`src/rtl/ripple_acc_stream.sv`:
```
// Handshaked packet accumulator: sums each packet through a ripple-carry adder,
// counting carry-outs and words, and hands the result downstream per packet.
module ripple_acc_stream #(
  parameter int DATA_WIDTH = 4,
  parameter int CNT_WIDTH  = 4
) (
  input  logic                  clk,
  input  logic                  rst_n,
  input  logic [DATA_WIDTH-1:0] dataIn_data,
  input  logic                  dataIn_last,
  input  logic                  dataIn_vld,
  output logic                  dataIn_rd,
  output logic [DATA_WIDTH-1:0] dataOut_sum,
  output logic [CNT_WIDTH-1:0]  dataOut_carries,
  output logic [CNT_WIDTH-1:0]  dataOut_len,
  output logic                  dataOut_vld,
  input  logic                  dataOut_rd
);

  typedef enum logic {ACC, OUT} state_t;

  localparam logic [CNT_WIDTH-1:0] CNT_MAX = '1;

  state_t                state_reg, state_next;
  logic [DATA_WIDTH-1:0] acc_reg, sum_reg;
  logic [CNT_WIDTH-1:0]  carries_reg, len_reg, carries_q_reg, len_q_reg;

  logic [DATA_WIDTH-1:0] add_s;
  logic [DATA_WIDTH:0]   add_c;
  logic                  add_co;
  logic [CNT_WIDTH-1:0]  carries_next, len_next;
  logic                  in_xfer, out_xfer;

  // Ripple-carry adder, carry-in tied low.
  assign add_c[0] = 1'b0;
  generate
    for (genvar gi = 0; gi < DATA_WIDTH; gi++) begin : g_rca
      assign add_s[gi]   = acc_reg[gi] ^ dataIn_data[gi] ^ add_c[gi];
      assign add_c[gi+1] = (acc_reg[gi] & dataIn_data[gi]) |
                           (add_c[gi] & (acc_reg[gi] ^ dataIn_data[gi]));
    end
  endgenerate
  assign add_co = add_c[DATA_WIDTH];

  assign carries_next = (add_co && carries_reg != CNT_MAX) ? carries_reg + CNT_WIDTH'(1)
                                                           : carries_reg;
  assign len_next     = (len_reg != CNT_MAX) ? len_reg + CNT_WIDTH'(1) : len_reg;

  assign in_xfer  = dataIn_vld && dataIn_rd;
  assign out_xfer = dataOut_vld && dataOut_rd;

  // In OUT the input is only opened while the pending result is being taken.
  always_comb begin
    dataIn_rd   = 1'b0;
    dataOut_vld = 1'b0;
    state_next  = state_reg;
    if (rst_n) begin
      case (state_reg)
        ACC: dataIn_rd = 1'b1;
        OUT: begin
          dataOut_vld = 1'b1;
          dataIn_rd   = dataOut_rd;
        end
        default: dataIn_rd = 1'b0;
      endcase
    end
    if (in_xfer && dataIn_last) begin
      state_next = OUT;
    end else if (out_xfer) begin
      state_next = ACC;
    end
  end

  always_ff @(posedge clk) begin
    if (!rst_n) begin
      state_reg     <= ACC;
      acc_reg       <= '0;
      carries_reg   <= '0;
      len_reg       <= '0;
      sum_reg       <= '0;
      carries_q_reg <= '0;
      len_q_reg     <= '0;
    end else begin
      state_reg <= state_next;
      if (in_xfer) begin
        if (dataIn_last) begin
          sum_reg       <= add_s;
          carries_q_reg <= carries_next;
          len_q_reg     <= len_next;
          acc_reg       <= '0;
          carries_reg   <= '0;
          len_reg       <= '0;
        end else begin
          acc_reg     <= add_s;
          carries_reg <= carries_next;
          len_reg     <= len_next;
        end
      end
    end
  end

  assign dataOut_sum     = sum_reg;
  assign dataOut_carries = carries_q_reg;
  assign dataOut_len     = len_q_reg;

endmodule

```
`config.mk`:
```
export PLATFORM = sky130hd
export DESIGN_NAME = ripple_acc_stream
export DESIGN_NICKNAME = d
export VERILOG_FILES = /design/src/rtl/ripple_acc_stream.sv
export SDC_FILE = /design/constraint.sdc
export NUM_CORES = 1
export LEC_CHECK = 0
export BUFFER_PORTS_ARGS = -buffer_cell sky130_fd_sc_hd__buf_2
export CORE_UTILIZATION = 54
export DETAILED_ROUTE_END_ITERATION = 8
export PLACE_DENSITY = 0.77
export RECOVER_POWER = 50
export SLEW_MARGIN = 20
export SYNTH_ARGS = -nofsm -noshare
export SYNTH_HDL_FRONTEND = slang
export SYNTH_SLANG_ARGS = --single-unit
```
`constraint.sdc`:
```
create_clock -name clk -period 3.5 [get_ports clk]
set_input_delay 0.525 -clock clk [delete_from_list [all_inputs] [get_ports clk]]
set_output_delay 0.525 -clock clk [all_outputs]
set_load 0.05 [all_outputs]
```
==> metrics.txt, run 1 <==
status completed; Top Usage Layer GRT met2; via count just over 1000; Synth cell types roughly 40; R2R Path End carries_reg[0]$_SDFFE_PN0P_; Die Y roughly 50 µm; Lkg Pwr 0.000573 µW; Post-CTS Resized 0; num rows 17; register area share after synthesis a little under two fifths; origin of the critical flop-to-flop path acc_reg[0]$_SDFFE_PN0P_; worst path arrival time between 2 and 3 ns; # hold bufs at CTS 0; core outline area 2230 µm²; Final Core Density 62.6%; DRC violation total after the first TritonRoute iteration 13; CTS tree built; PwrDens approximately 370 nW/µm²; Post-Synth XOR/XNOR Area 2.02%; Final Wtd Congestion around 0.74; Worst-Skew Late Latency about 0.33 ns; count leader, synth dfxtp_1; fmax roughly 0.39 GHz; CP Buf/Inv Count 1; DRC Markers 0; mux cell area share after synthesis between 3 and 4%; slew margin rel. 20.9%; DR WL/cell around 14 µm; Syn Inst Count 132; Fin Clk Skew between 0.005 and 0.006 ns; Peak VDD IR about 320 µV; Clock transition at path regs between 0.1 and 0.15 ns; antenna violations before repair 0; largest fanout on the critical path 5; die width between 50 and 60 µm; CP Launch Type register; top cells by count, synth 25 x dfxtp_1, 13 x nand2_1, 8 x inv_1; RSZ-0062 raised after global routing false; total CTS buffers 3; Post-synth EDFFs 0; crit path to carries_reg[0]$_SDFFE_PN0P_; flops & latches, synth 25; grt total ovfl 0; Worst-Margin Slew between 1 and 1.5 ns; Fin. Hold Viols 0; largest net degree at the start of global routing 30; WS Path Type register to register; Worst Setup End Kind register; setup TNS 0 ns; Routed WL 2.58 mm; nets@finish ~170; port bufs 22; setup slack, reg-to-reg just over 0.9 ns; first-pass GRT wire length 4.44 mm; Worst Hold Class register to register; Final Cycle Share approximately 74%; # IOs 23; vias in the first global route about 980; Mapped Nets 147; root buf cell clkbuf_4; Top FF cell, synth dfxtp_1; post-DR vias/cell around 5.7; Worst path most repeated cell fa_1; M3 GR Usage 3.87%; GR Util met2 39.0%; H-Tree Depth 1; CTS Buffer Depth 2; Register Area 500 µm²; CTS sink count 25; GRT Total Usage a little under a quarter; Tmin final about 2.6 ns; placed cell count 175; post-synthesis adder-cell area fraction 7.49%; WP depth 8; syn_area_per_cell a little under 10 µm²; post-synthesis async set-or-reset flop share 0%; largest family of logic cells by synthesized area simple AND/OR/NAND/NOR gates; Diodes inserted 0; cell family with most CP delay adder cells; met1 usage between 20 and 30%; Non-Filler Instances 179; Setup crit start acc_reg[0]$_SDFFE_PN0P_; # Post-CTS Setup Buffers 0; area of the multi-input gates 706 µm²; Detail Placement HPWL about 1.8 mm; slowest stage delay, CP ~0.42 ns; final hold slack 0.467 ns; area leader, netlist dfxtp_1; yosys warns 0; Initial Utilization between 50% and 60%; layout cell share with drive strength beyond 1 about a fifth; Die Area between 2000 and 3000 µm²; compound-cell area share of the yosys netlist approximately 20%; Reg2Reg Depth 8; final slew viol count 0; DRT Pass-1 Iters 4; Critical Path RT between 3 and 4 ns; Synth-to-Final Area Change 7.29%; simple logic cell fraction of the synthesized area 21.4%; slowest CP cell fa_1; Final ANT Viol Nets 0; # fillers approximately 220; share of the synthesized area in the top cell type a little under two fifths; synth top area cells dfxtp_1 38%, fa_1 4.6%, o211a_1 3.8%, nand2_1 3.7%, mux2i_1 3.1%; crit-path cells ha_1 > inv_1 > fa_1 > fa_1 > fa_1 > a31oi_2 > o21ai_0 > a31o_2; synthesized area 1300 µm²; Max Cap Violations 0; Setup-failing EPs final 0
==> worst reg2reg max path, stage by stage (launching register included) <==
cell,delay (ns)
dfxtp_1,0.36
ha_1,0.14
inv_1,0.04
fa_1,0.37
fa_1,0.40
fa_1,0.43
a31oi_2,0.30
o21ai_0,0.18
a31o_2,0.29
==> layer usage <==
layer,share of wire [%],up-vias
li1,-,501
met1,45,488
met2,50,27
met3,3.6,6
met4,1.8,0
met5,0,-
==> worst min path at each step <==
stage,depth (start not counted),to,startpoint,slack [ns]
after CTS,2,dataOut_sum[0]$_SDFFE_PN0P_,dataOut_sum[0]$_SDFFE_PN0P_,0.47
after floorplan,2,acc_reg[1]$_SDFFE_PN0P_,acc_reg[1]$_SDFFE_PN0P_,0.43
after global placement,2,acc_reg[2]$_SDFFE_PN0P_,acc_reg[2]$_SDFFE_PN0P_,0.44
after detailed placement,2,dataOut_sum[0]$_SDFFE_PN0P_,dataOut_sum[0]$_SDFFE_PN0P_,0.45
after global routing,2,dataOut_carries[3]$_SDFFE_PN0P_,dataOut_carries[3]$_SDFFE_PN0P_,0.50
final,2,dataOut_sum[0]$_SDFFE_PN0P_,dataOut_sum[0]$_SDFFE_PN0P_,0.47
==> cells in the final DEF (no fill, tap or decap), types with 5 or more instances in the layout <==
cell type	instances
clkbuf_1	13
buf_2	9
nand3_1	5
o211a_1	5
nand2_1	13
dfxtp_1	25
inv_1	8
==> power by group <==
group | switching (µW) | total (µW) | internal (µW) | leakage, µW
combinational | 56.7 | 80.8 | 24.0 | 0.000353
clock | 89.8 | 133 | 43.0 | 0.0000177
sequential | 5.92 | 300 | 294 | 0.000203
total | 152 | 513 | 361 | 0.000573
==> through the flow <==
step	setup slack [ns]	instance area [µm²]	power, µW
4_1_cts	0.919	1420	519
5_1_grt	0.764	1400	537
3_5_place_dp	0.655	1400	389
3_3_place_gp	0.700	1400	386
6_report	0.905	1400	513
2_1_floorplan	0.867	1300	371
==> kinds of logic after synthesis <==
| family | Yosys count |
|---|---|
| multiplexers | 5 |
| XOR/XNOR | 3 |
| flip-flops | 25 |
| AO/OA/AOI/OAI | 32 |
| AND/OR/NAND/NOR | 45 |
| buffers and inverters | 16 |
| adder cells (fa/ha/maj) | 6 |
==> layout make-up <==
cell class                      instances  share of cell area, %
Multi-Input combinational cell         91                   50.4
Sequential cell                        25                   35.8
Timing Repair Buffer                   22                   6.71
Inverter                                9                   2.59
Tap cell                               28                   2.50
Clock buffer                            3                   1.61
Clock inverter                          1                  0.358
No activity file was read; power rests on OpenSTA's default activity.
==> inputs of run 2 (changes only) <==
ABC_AREA = 1   (was unset)
CORE_UTILIZATION = 48   (was 54)
PLACE_DENSITY = 0.73   (was 0.77)
clock period = 2.1 ns   (was 3.5 ns; I/O delays follow)
==> run 2 against run 1 <==
Compared with the run above:
- clock power is 62% higher
- combinational power is 86% higher
- flip-flop and latch count stayed put
- first-iteration DRC count is 85% higher
- synthesized cell count is 23% higher
- final cell count is 19% higher
- die area is 4.7% higher
- largest power group unchanged
==> metrics.txt, run 2 <==
share of the synthesized area in the top cell type 41.2% (was 38.4%); slew margin rel. 60.8% (was 20.9%); DR WL/cell 13.0 µm (was 14.4 µm); num rows 17 (unchanged); Max Cap Violations 0 (unchanged); DRC Markers 0 (unchanged); Fin Clk Skew 0.00632 ns (was 0.00564 ns); setup ws final 0.00189 ns (was 0.905 ns); Post-Synth XOR/XNOR Area 0.720% (was 2.02%); Mapped Nets 177 (was 147); CTS sink count 25 (unchanged); # IOs 23 (unchanged); CP Launch Type register (unchanged); via count 1136 (was 1022); total CTS buffers 3 (unchanged); Top FF cell, synth dfxtp_1 (unchanged); most common cell after layout, fill and taps aside nand2_1 (was dfxtp_1); Final Wtd Congestion 0.760 (was 0.736); Worst Setup End Kind register (unchanged); Syn Inst Count 162 (was 132); H-Tree Depth 1 (unchanged); nets@finish 201 (was 167); Worst path most repeated cell fa_2 (was fa_1); Synth-to-Final Area Change 16.6% (was 7.29%); layout cell share with drive strength beyond 1 22.2% (was 20.5%); Synth cell types 23 (was 41); root buf cell clkbuf_4 (unchanged); Diodes inserted 0 (unchanged); Worst-Margin Slew 0.591 ns (was 1.19 ns); Peak VDD IR 626 µV (was 325 µV); Worst-Skew Late Latency 0.32 ns (was 0.33 ns); CP Buf/Inv Count 2 (was 1); register area share after synthesis 41.2% (was 38.4%); GRT Total Usage 21.8% (was 23.0%); worst path arrival time 2.32 ns (was 2.83 ns); Critical Path RT 2.33 ns (was 3.74 ns); area leader, netlist dfxtp_1 (unchanged); slowest CP cell dfxtp_2 (was fa_1); WS Path Type register to register (unchanged); Final ANT Viol Nets 0 (unchanged); synthesized area 1220 µm² (was 1300 µm²); post-synthesis adder-cell area fraction 8.02% (was 7.49%); # hold bufs at CTS 0 (unchanged); Die Y 52.3 µm (was 51.1 µm); simple logic cell fraction of the synthesized area 25.9% (was 21.4%); largest net degree at the start of global routing 18 (was 30); CTS tree built (unchanged); RSZ-0062 raised after global routing true (was false); post-DR vias/cell 5.33 (was 5.71); Setup-failing EPs final 0 (unchanged); setup slack, reg-to-reg 0.002 ns (was 0.91 ns); flops & latches, synth 25 (unchanged); grt total ovfl 0 (unchanged); final slew viol count 0 (unchanged); cell family with most CP delay adder cells (unchanged); DRC violation total after the first TritonRoute iteration 24 (was 13); status completed (unchanged); vias in the first global route 1044 (was 977); antenna violations before repair 0 (unchanged); # Post-CTS Setup Buffers 0 (unchanged); top cells by count, synth 39 x nand2_1, 25 x dfxtp_1, 21 x inv_1 (was 25 x dfxtp_1, 13 x nand2_1, 8 x inv_1); Tmin final 2.10 ns (was 2.59 ns); Routed WL 2.76 mm (was 2.58 mm); crit-path cells ha_4 > inv_2 > fa_2 > fa_2 > fa_2 > inv_4 > nand4_1 > a21oi_2 > nor2_1 (was ha_1 > inv_1 > fa_1 > fa_1 > fa_1 > a31oi_2 > o21ai_0 > a31o_2); Detail Placement HPWL 1.79 mm (was 1.84 mm); fmax 0.477 GHz (was 0.385 GHz); syn_area_per_cell 7.51 µm² (was 9.88 µm²); core outline area 2300 µm² (was 2230 µm²); largest family of logic cells by synthesized area simple AND/OR/NAND/NOR gates (unchanged); slowest stage delay, CP 0.37 ns (was 0.42 ns); largest fanout on the critical path 7 (was 5); first-pass GRT wire length 4.36 mm (was 4.44 mm); post-synthesis async set-or-reset flop share 0% (unchanged); Worst Hold Class input port to register (was register to register); Post-synth EDFFs 0 (unchanged); port bufs 22 (unchanged); mux cell area share after synthesis 0% (was 3.93%); yosys warns 0 (unchanged); Fin. Hold Viols 0 (unchanged); Final Cycle Share 99.9% (was 74.1%); DP Worst Slack -0.183 ns (was 0.655 ns); count leader, synth nand2_1 (was dfxtp_1); DRT Pass-1 Iters 4 (unchanged); compound-cell area share of the yosys netlist 14.5% (was 20.0%); CTS Buffer Depth 2 (unchanged); die width 52.3 µm (was 51.1 µm); setup TNS 0 ns (unchanged); # fillers 224 (was 216); PwrDens 610 nW/µm² (was 367 nW/µm²); Clock transition at path regs 0.14 ns (about the same); Initial Utilization 52.9% (was 58.4%); synth top area cells dfxtp_1 41%, nand2_1 12%, a21oi_1 7.8%, inv_1 6.5%, fa_1 4.9% (was dfxtp_1 38%, fa_1 4.6%, o211a_1 3.8%, nand2_1 3.7%, mux2i_1 3.1%); Lkg Pwr 0.000588 µW (was 0.000573 µW); commonest cells after routing, fill and taps aside 33 x nand2_1, 24 x dfxtp_1, 19 x inv_1 (was 25 x dfxtp_1, 13 x nand2_1, 13 x clkbuf_1); Die Area 2740 µm² (was 2610 µm²)
run 2: report_power, final:
| part | internal, µW | switching [µW] |
|---|---|---|
| Sequential | 491 | 9.23 |
| Clock | 71.4 | 144 |
| Combinational | 39.9 | 110 |
| Total | 602 | 263 |
run 2: worst reg2reg max path: cells and delay by family (launching register included):
family / cells / cell delay [ns]
and+or+nand+nor: 2 / 0.19
adders and majority gates: 4 / 1.17
buffers and inverters: 2 / 0.13
AOI/OAI and AO/OA: 1 / 0.15
DFF: 1 / 0.37
run 2: final timing paths:
| check | from | endpoint | cells after the start |
|---|---|---|---|
| max | acc_reg[0]$_SDFFE_PN0P_ | dataOut_carries[2]$_SDFFE_PN0P_ | 9 |
| min | dataIn_last | len_reg[1]$_SDFFE_PN0P_ | 4 |
| max reg2reg | acc_reg[0]$_SDFFE_PN0P_ | dataOut_carries[2]$_SDFFE_PN0P_ | 9 |
| min reg2reg | acc_reg[2]$_SDFFE_PN0P_ | acc_reg[2]$_SDFFE_PN0P_ | 2 |
run 2: what timing repair did:
item                                    4_1_cts  5_1_grt
cloned                                        0        0
gates resized for setup                       8       12
pin swaps                                     6        9
endpoints found under the setup margin        8        8
run 2: logic make-up after synthesis:
group	after synthesis
AND/OR/NAND/NOR	69
AO/OA/AOI/OAI	34
buffers and inverters	27
adder cells (fa/ha/maj)	6
flip-flops	25
XOR/XNOR	1
run 2: cell type report:
class	count	area (µm²)	area share [%]
Tap cell	28	35.0	2.47
Timing Repair Buffer	24	110	7.77
Inverter	22	85.1	6.00
Sequential cell	25	502	35.4
Clock inverter	1	5.00	0.353
Multi-Input combinational cell	110	658	46.4
Clock buffer	3	22.5	1.59
run 2: per-layer routing:
layer	vias to the layer above	global-route usage (%)	share of wire, %
met3	4	6.96	4.6
met4	0	7.46	0.98
met1	536	26.0	46
li1	562	-	-
met2	34	36.5	49
met5	-	0	0
run 2: per-stage QoR:
step	hold slack, ns	instance area (µm²)	instances	utilization (%)	total power, µW
3_3_place_gp	0.453	1340	209	58.5	651
3_5_place_dp	0.458	1340	209	58.5	655
2_1_floorplan	0.444	1220	162	-	617
5_1_grt	0.333	1420	213	61.7	902
4_1_cts	0.328	1400	213	60.7	872
6_report	0.342	1420	213	61.7	865
